==> config.mk <==
export PLATFORM = sky130hd
export DESIGN_NAME = inst_mem_loader
export DESIGN_NICKNAME = d
export VERILOG_FILES = /design/src/rtl/cpu_pkg.sv /design/src/rtl/inst_mem_loader.sv
export SDC_FILE = /design/constraint.sdc
export NUM_CORES = 1
export LEC_CHECK = 0
export BUFFER_PORTS_ARGS = -buffer_cell sky130_fd_sc_hd__buf_4
export CAP_MARGIN = 25
export CORE_ASPECT_RATIO = 1.25
export CORE_MARGIN = 4
export CORE_UTILIZATION = 48
export DETAILED_ROUTE_END_ITERATION = 8
export PLACE_DENSITY = 0.75
export SLEW_MARGIN = 10
export SYNTH_ARGS = -nofsm -noshare
export SYNTH_HDL_FRONTEND = slang
export SYNTH_SLANG_ARGS = --single-unit
==> constraint.sdc <==
create_clock -name clk -period 1.7 [get_ports clk]
set_clock_uncertainty 0.1 [all_clocks]
set_input_delay 0 -clock clk [delete_from_list [all_inputs] [get_ports clk]]
set_output_delay 0 -clock clk [all_outputs]
set_load 0.01 [all_outputs]
==> src/rtl/cpu_pkg.sv <==
// Shared definitions for the instruction-memory loader.
//   ld_state_t     : loader FSM state encoding
//   BYTES_PER_WORD : bytes per instruction word
//   get_byte       : big-endian byte select (k=0 is the MSB)
package cpu_pkg;

  typedef enum logic [2:0] {
    LD_IDLE,
    LD_WAIT_WORD,
    LD_WR0,
    LD_WR1,
    LD_WR2,
    LD_WR3,
    LD_DONE,
    LD_ERROR
  } ld_state_t;

  localparam int unsigned BYTES_PER_WORD = 4;

  function automatic logic [7:0] get_byte(input logic [31:0] word, input logic [1:0] k);
    logic [7:0] b;
    case (k)
      2'd0:    b = word[31:24];
      2'd1:    b = word[23:16];
      2'd2:    b = word[15:8];
      default: b = word[7:0];
    endcase
    return b;
  endfunction

endpackage

==> src/rtl/inst_mem_loader.sv <==
// Instruction memory loader: accepts 32-bit words on a valid/ready stream
// and writes them big-endian, one byte per cycle, into the byte-wide
// instruction memory. Holds the CPU stalled while a load is in progress.
//   clk, rst          : clock, asynchronous active-high reset
//   start             : begins a load at byte address 0 (IDLE/DONE/ERROR only)
//   in_valid/in_word/in_last/in_ready : word stream from the program source
//   wr_en/wr_addr/wr_data : byte write port into the instruction memory
//   cpu_stall         : high while loading
//   done/overflow     : load finished / program exceeded DEPTH (held)
//   word_count        : words fully written in the current or last load
module inst_mem_loader
  import cpu_pkg::*;
#(
  parameter int unsigned DEPTH  = 1024,
  parameter int unsigned ADDR_W = 10
) (
  input  logic              clk,
  input  logic              rst,
  input  logic              start,
  input  logic              in_valid,
  input  logic [31:0]       in_word,
  input  logic              in_last,
  output logic              in_ready,
  output logic              wr_en,
  output logic [ADDR_W-1:0] wr_addr,
  output logic [7:0]        wr_data,
  output logic              cpu_stall,
  output logic              done,
  output logic              overflow,
  output logic [ADDR_W-2:0] word_count
);

  // Pointer carries one extra bit so that "memory full" (ptr == DEPTH) is representable.
  localparam logic [ADDR_W:0]   PTR_FULL = (ADDR_W+1)'(DEPTH);
  localparam logic [ADDR_W:0]   PTR_STEP = (ADDR_W+1)'(BYTES_PER_WORD);
  localparam logic [ADDR_W-2:0] CNT_ONE  = (ADDR_W-1)'(1);

  ld_state_t         r_state;
  ld_state_t         w_next;
  logic [ADDR_W:0]   r_ptr;
  logic [ADDR_W-2:0] r_count;
  logic [31:0]       r_word;
  logic              r_last;

  logic              w_space;
  logic              w_hs;
  logic              w_restart;
  logic              w_wr;
  logic [1:0]        w_k;

  assign w_space   = (r_ptr < PTR_FULL);
  assign w_hs      = (r_state == LD_WAIT_WORD) && w_space && in_valid;
  assign w_restart = start && (r_state inside {LD_IDLE, LD_DONE, LD_ERROR});

  always_ff @(posedge clk or posedge rst) begin
    if (rst) begin
      r_state <= LD_IDLE;
    end else begin
      r_state <= w_next;
    end
  end

  always_comb begin
    w_next = r_state;
    case (r_state)
      LD_IDLE, LD_DONE, LD_ERROR: begin
        if (start) w_next = LD_WAIT_WORD;
      end
      LD_WAIT_WORD: begin
        if (!w_space)      w_next = LD_ERROR;
        else if (in_valid) w_next = LD_WR0;
      end
      LD_WR0:  w_next = LD_WR1;
      LD_WR1:  w_next = LD_WR2;
      LD_WR2:  w_next = LD_WR3;
      LD_WR3:  w_next = r_last ? LD_DONE : LD_WAIT_WORD;
      default: w_next = LD_IDLE;
    endcase
  end

  always_ff @(posedge clk or posedge rst) begin
    if (rst) begin
      r_ptr   <= '0;
      r_count <= '0;
      r_word  <= '0;
      r_last  <= 1'b0;
    end else begin
      if (w_restart) begin
        r_ptr   <= '0;
        r_count <= '0;
      end else if (r_state == LD_WR3) begin
        r_ptr   <= r_ptr + PTR_STEP;
        r_count <= r_count + CNT_ONE;
      end
      if (w_hs) begin
        r_word <= in_word;
        r_last <= in_last;
      end
    end
  end

  // All outputs decode registered state only; no input reaches an output combinationally.
  always_comb begin
    w_wr = 1'b0;
    w_k  = 2'd0;
    case (r_state)
      LD_WR0:  begin w_wr = 1'b1; w_k = 2'd0; end
      LD_WR1:  begin w_wr = 1'b1; w_k = 2'd1; end
      LD_WR2:  begin w_wr = 1'b1; w_k = 2'd2; end
      LD_WR3:  begin w_wr = 1'b1; w_k = 2'd3; end
      default: begin w_wr = 1'b0; w_k = 2'd0; end
    endcase

    in_ready  = (r_state == LD_WAIT_WORD) && w_space;
    wr_en     = w_wr;
    wr_addr   = w_wr ? (r_ptr[ADDR_W-1:0] + ADDR_W'(w_k)) : '0;
    wr_data   = w_wr ? get_byte(r_word, w_k) : '0;
    cpu_stall = (r_state inside {LD_WAIT_WORD, LD_WR0, LD_WR1, LD_WR2, LD_WR3});
    done      = (r_state == LD_DONE);
    overflow  = (r_state == LD_ERROR);
  end

  assign word_count = r_count;

endmodule

==> flow_metrics.env <==
export IMPL_end_kind="flop"
export IMPL_grt_util_met2_pct=36.73
export IMPL_placed_area_mm2=0.003483
export IMPL_drc=0
export IMPL_finalSetupViolCount=0
export IMPL_grt_pass1_wl_mm=11.70
export IMPL_synth_cell_types=41
export IMPL_r2r_end="r_word[16]$_DFFE_PP0P_"
export IMPL_syn_cell_area_mm2=0.002811
export IMPL_die_h_um=93.57
export IMPL_clk_pin_slew_ps=90
export IMPL_first_pass_iters=4
export IMPL_drt_iter0_drc=139
export IMPL_antenna_cells=0
export IMPL_design_portCount=69
export IMPL_maxSlewViolCount=0
export IMPL_grt_busiest_layer="met2"
export IMPL_synth_simple_area_share_pct=14.78
export IMPL_postSynthCellCount=249
export IMPL_avgSynthCellArea_um2=11.29
export IMPL_ir_worst_vdd_mv=1.017
export IMPL_core_area_mm2=0.005555
export IMPL_grt_use_met3_pct=4.432
export IMPL_die_area_mm2=0.007153
export IMPL_p_leak_nw=1.876
export IMPL_ys_ff_latch=54
export IMPL_ant_nets=0
export IMPL_post_route_period_util_pct=98.96
export IMPL_reg2reg_depth=4
export IMPL_synth_area_mux_share_pct=21.41
export IMPL_clk_latency_ps=310
export IMPL_synth_adder_area_share_pct=1.335
export IMPL_synth_top_family_by_area="multiplexers"
export IMPL_rsz0062_at_grt="yes"
export IMPL_clockBufferDepth=2
export IMPL_synth_compound_area_share_pct=7.477
export IMPL_cts_inserted_buffers=5
export IMPL_met1_usage_pct=23.26
export IMPL_path_max_fanout=24
export IMPL_wire_per_inst_um=16.95
export IMPL_syn_num_nets=289
export IMPL_rows=30
export IMPL_hpwl_mm=4.721
export IMPL_r2r_start="r_state[2]$_DFFE_PP0P_"
export IMPL_cts_root_buf="clkbuf_8"
export IMPL_cts_tree="yes"
export IMPL_hold_viol_final=0
export IMPL_cp_required_ps=1790
export IMPL_cap_violations=0
export IMPL_layout_common_cells="buf_4, dfrtp_1, dlygate4sd3_1"
export IMPL_dp_cells=387
export IMPL_fin_area_mm2=0.004113
export IMPL_hold_class="input pin to asynchronous set/reset pin"
export IMPL_wl_mm=7.424
export IMPL_startpoint_type="flop"
export IMPL_vias=2478
export IMPL_overflow=0
export IMPL_p_per_area_mw_per_mm2=1499
export IMPL_critPathKind="flop to flop"
export IMPL_grt_pass1_vias=2540
export IMPL_status="complete, no violations"
export IMPL_period_needed_ps=1682
export IMPL_grt_max_degree=25
export IMPL_cts_num_sinks=54
export IMPL_via_per_inst=5.658
export IMPL_antenna_found_initial=0
export IMPL_drive_gt1_share_pct=43.58
export IMPL_gp_congestion=0.8425
export IMPL_max_clock_freq_mhz=594.4
export IMPL_mostFrequentLayoutCell="buf_4"
export IMPL_stdcell_count=438
export IMPL_ys_warn_count=0
export IMPL_synth_xor_area_share_pct=1.869
export IMPL_yosysSeqAreaShare_pct=48.06
export IMPL_die_x_um=76.45
export IMPL_start_util_pct=50.61
export IMPL_io_buffers=68
export IMPL_grt_usage_pct=20.27
export IMPL_htree_levels=2
export IMPL_worstPathArrival_ps=1770
export IMPL_syn_to_final_growth_pct=46.28
export IMPL_fin_nets=414
export IMPL_reg2reg_slack_ps=20
[synth_stat cells]
cell / n / area [µm²]
mux2_2: 33 / 371.6
mux2i_1: 23 / 230.2
o21ai_0: 9 / 45.04
o31ai_1: 2 / 15.01
nor2_1: 11 / 41.29
and2_1: 7 / 43.79
nand2_4: 1 / 11.26
conb_1: 1 / 3.750
buf_2: 6 / 30.03
nand4b_1: 2 / 17.52
nor4_1: 2 / 12.51
or4_1: 2 / 15.01
nand3b_1: 4 / 30.03
a32oi_1: 1 / 8.760
and3_1: 1 / 6.260
nand2b_1: 4 / 25.02
or4b_4: 1 / 13.76
o22ai_1: 8 / 50.05
clkbuf_1: 3 / 11.26
a21oi_1: 11 / 55.05
nand3_2: 1 / 10.01
or3_1: 8 / 50.05
dfrtp_1: 54 / 1351
xnor2_1: 1 / 8.760
xor2_1: 5 / 43.79
o221a_2: 1 / 11.26
a311o_1: 1 / 10.01
or3b_2: 1 / 8.760
nand3_1: 9 / 45.04
nand4_1: 4 / 25.02
nor3_1: 4 / 20.02
ha_1: 3 / 37.54
inv_1: 5 / 18.77
buf_8: 1 / 15.01
inv_2: 1 / 3.750
buf_4: 5 / 37.54
and4b_1: 1 / 10.01
buf_6: 2 / 22.52
o311ai_0: 1 / 8.760
a31oi_1: 1 / 6.260
nand2_1: 8 / 30.03
[flip-flops by register name (all words and copies together), names as in the netlist]
register	count
r_last	1
r_ptr	9
r_state	3
r_word	32
word_count	9
[per-stage QoR]
| stage | hold slack (ps) | TNS (ps) | utilization [%] | worst slack, ps | power (mW) |
|---|---|---|---|---|---|
| final | 182.7 | 0 | 74.03 | 17.74 | 6.166 |
| after global routing | 214.7 | -792.4 | 74.03 | -34.15 | 6.541 |
| after CTS | 176.8 | -6.230 | 71.28 | -6.230 | 5.755 |
| after detailed placement | -42.67 | 0 | 62.70 | 37.09 | 4.916 |
| after global placement | -43.77 | 0 | 62.70 | 77.88 | 4.832 |
| after floorplan | 17.78 | 0 | - | 86.85 | 3.893 |
[worst max-delay path, stage by stage (launching register included)]
cell and delay (ps):
dfrtp_2 460, nor2_1 150, and4b_2 300, buf_12 190, mux2_2 350
[logic make-up after synthesis]
kind of cell,Yosys count
and+or+nand+nor,71
muxes,56
DFF,54
AOI/OAI and AO/OA,35
buffers and inverters,23
xor gates and xnor gates,6
adders and majority gates,3
other,1
[routing by layer]
| metal | share of wire, % | wire length [µm] |
|---|---|---|
| met4 | 2.1 | 159 |
| met5 | 0 | 0 |
| met1 | 40 | 2979 |
| met3 | 4.0 | 294 |
| met2 | 54 | 3990 |
[repair_timing]
item                                    CTS  global route
gates cloned                              0             1
hold buffers                             36             0
pin swaps                                 1             3
buffers inserted                          1             6
endpoints found under the setup margin   18            55
endpoints found under the hold margin    57             0
resized for setup                        11            17
[worst max path at each step]
stage / startpoint / to / slack, ps
after floorplan: r_state[2]$_DFFE_PP0P_ / r_last$_DFFE_PP0P_ / 90
after global placement: r_state[2]$_DFFE_PP0P_ / r_word[30]$_DFFE_PP0P_ / 80
after detailed placement: r_state[0]$_DFFE_PP0P_ / r_ptr[6]$_DFFE_PP0P_ / 40
after CTS: r_state[1]$_DFFE_PP0P_ / wr_addr[1] / -6
after global routing: r_state[1]$_DFFE_PP0P_ / word_count[7]$_DFFE_PP0P_ / -30
final: r_state[2]$_DFFE_PP0P_ / r_word[16]$_DFFE_PP0P_ / 20
[cell type report]
type | instances | area, µm²
Timing Repair Buffer | 135 | 1169
Clock inverter | 1 | 7.507
Sequential cell | 54 | 1355
Multi-Input combinational cell | 172 | 1406
Clock buffer | 6 | 72.57
Tap cell | 64 | 80.08
Inverter | 6 | 22.52
Fill cell | 370 | 1443
[report_power, final]
part / switching, mW / internal, mW
Sequential: 0.328 / 1.77
Combinational: 1.51 / 1.86
Clock: 0.408 / 0.284
(Power assumes the default switching activity.)
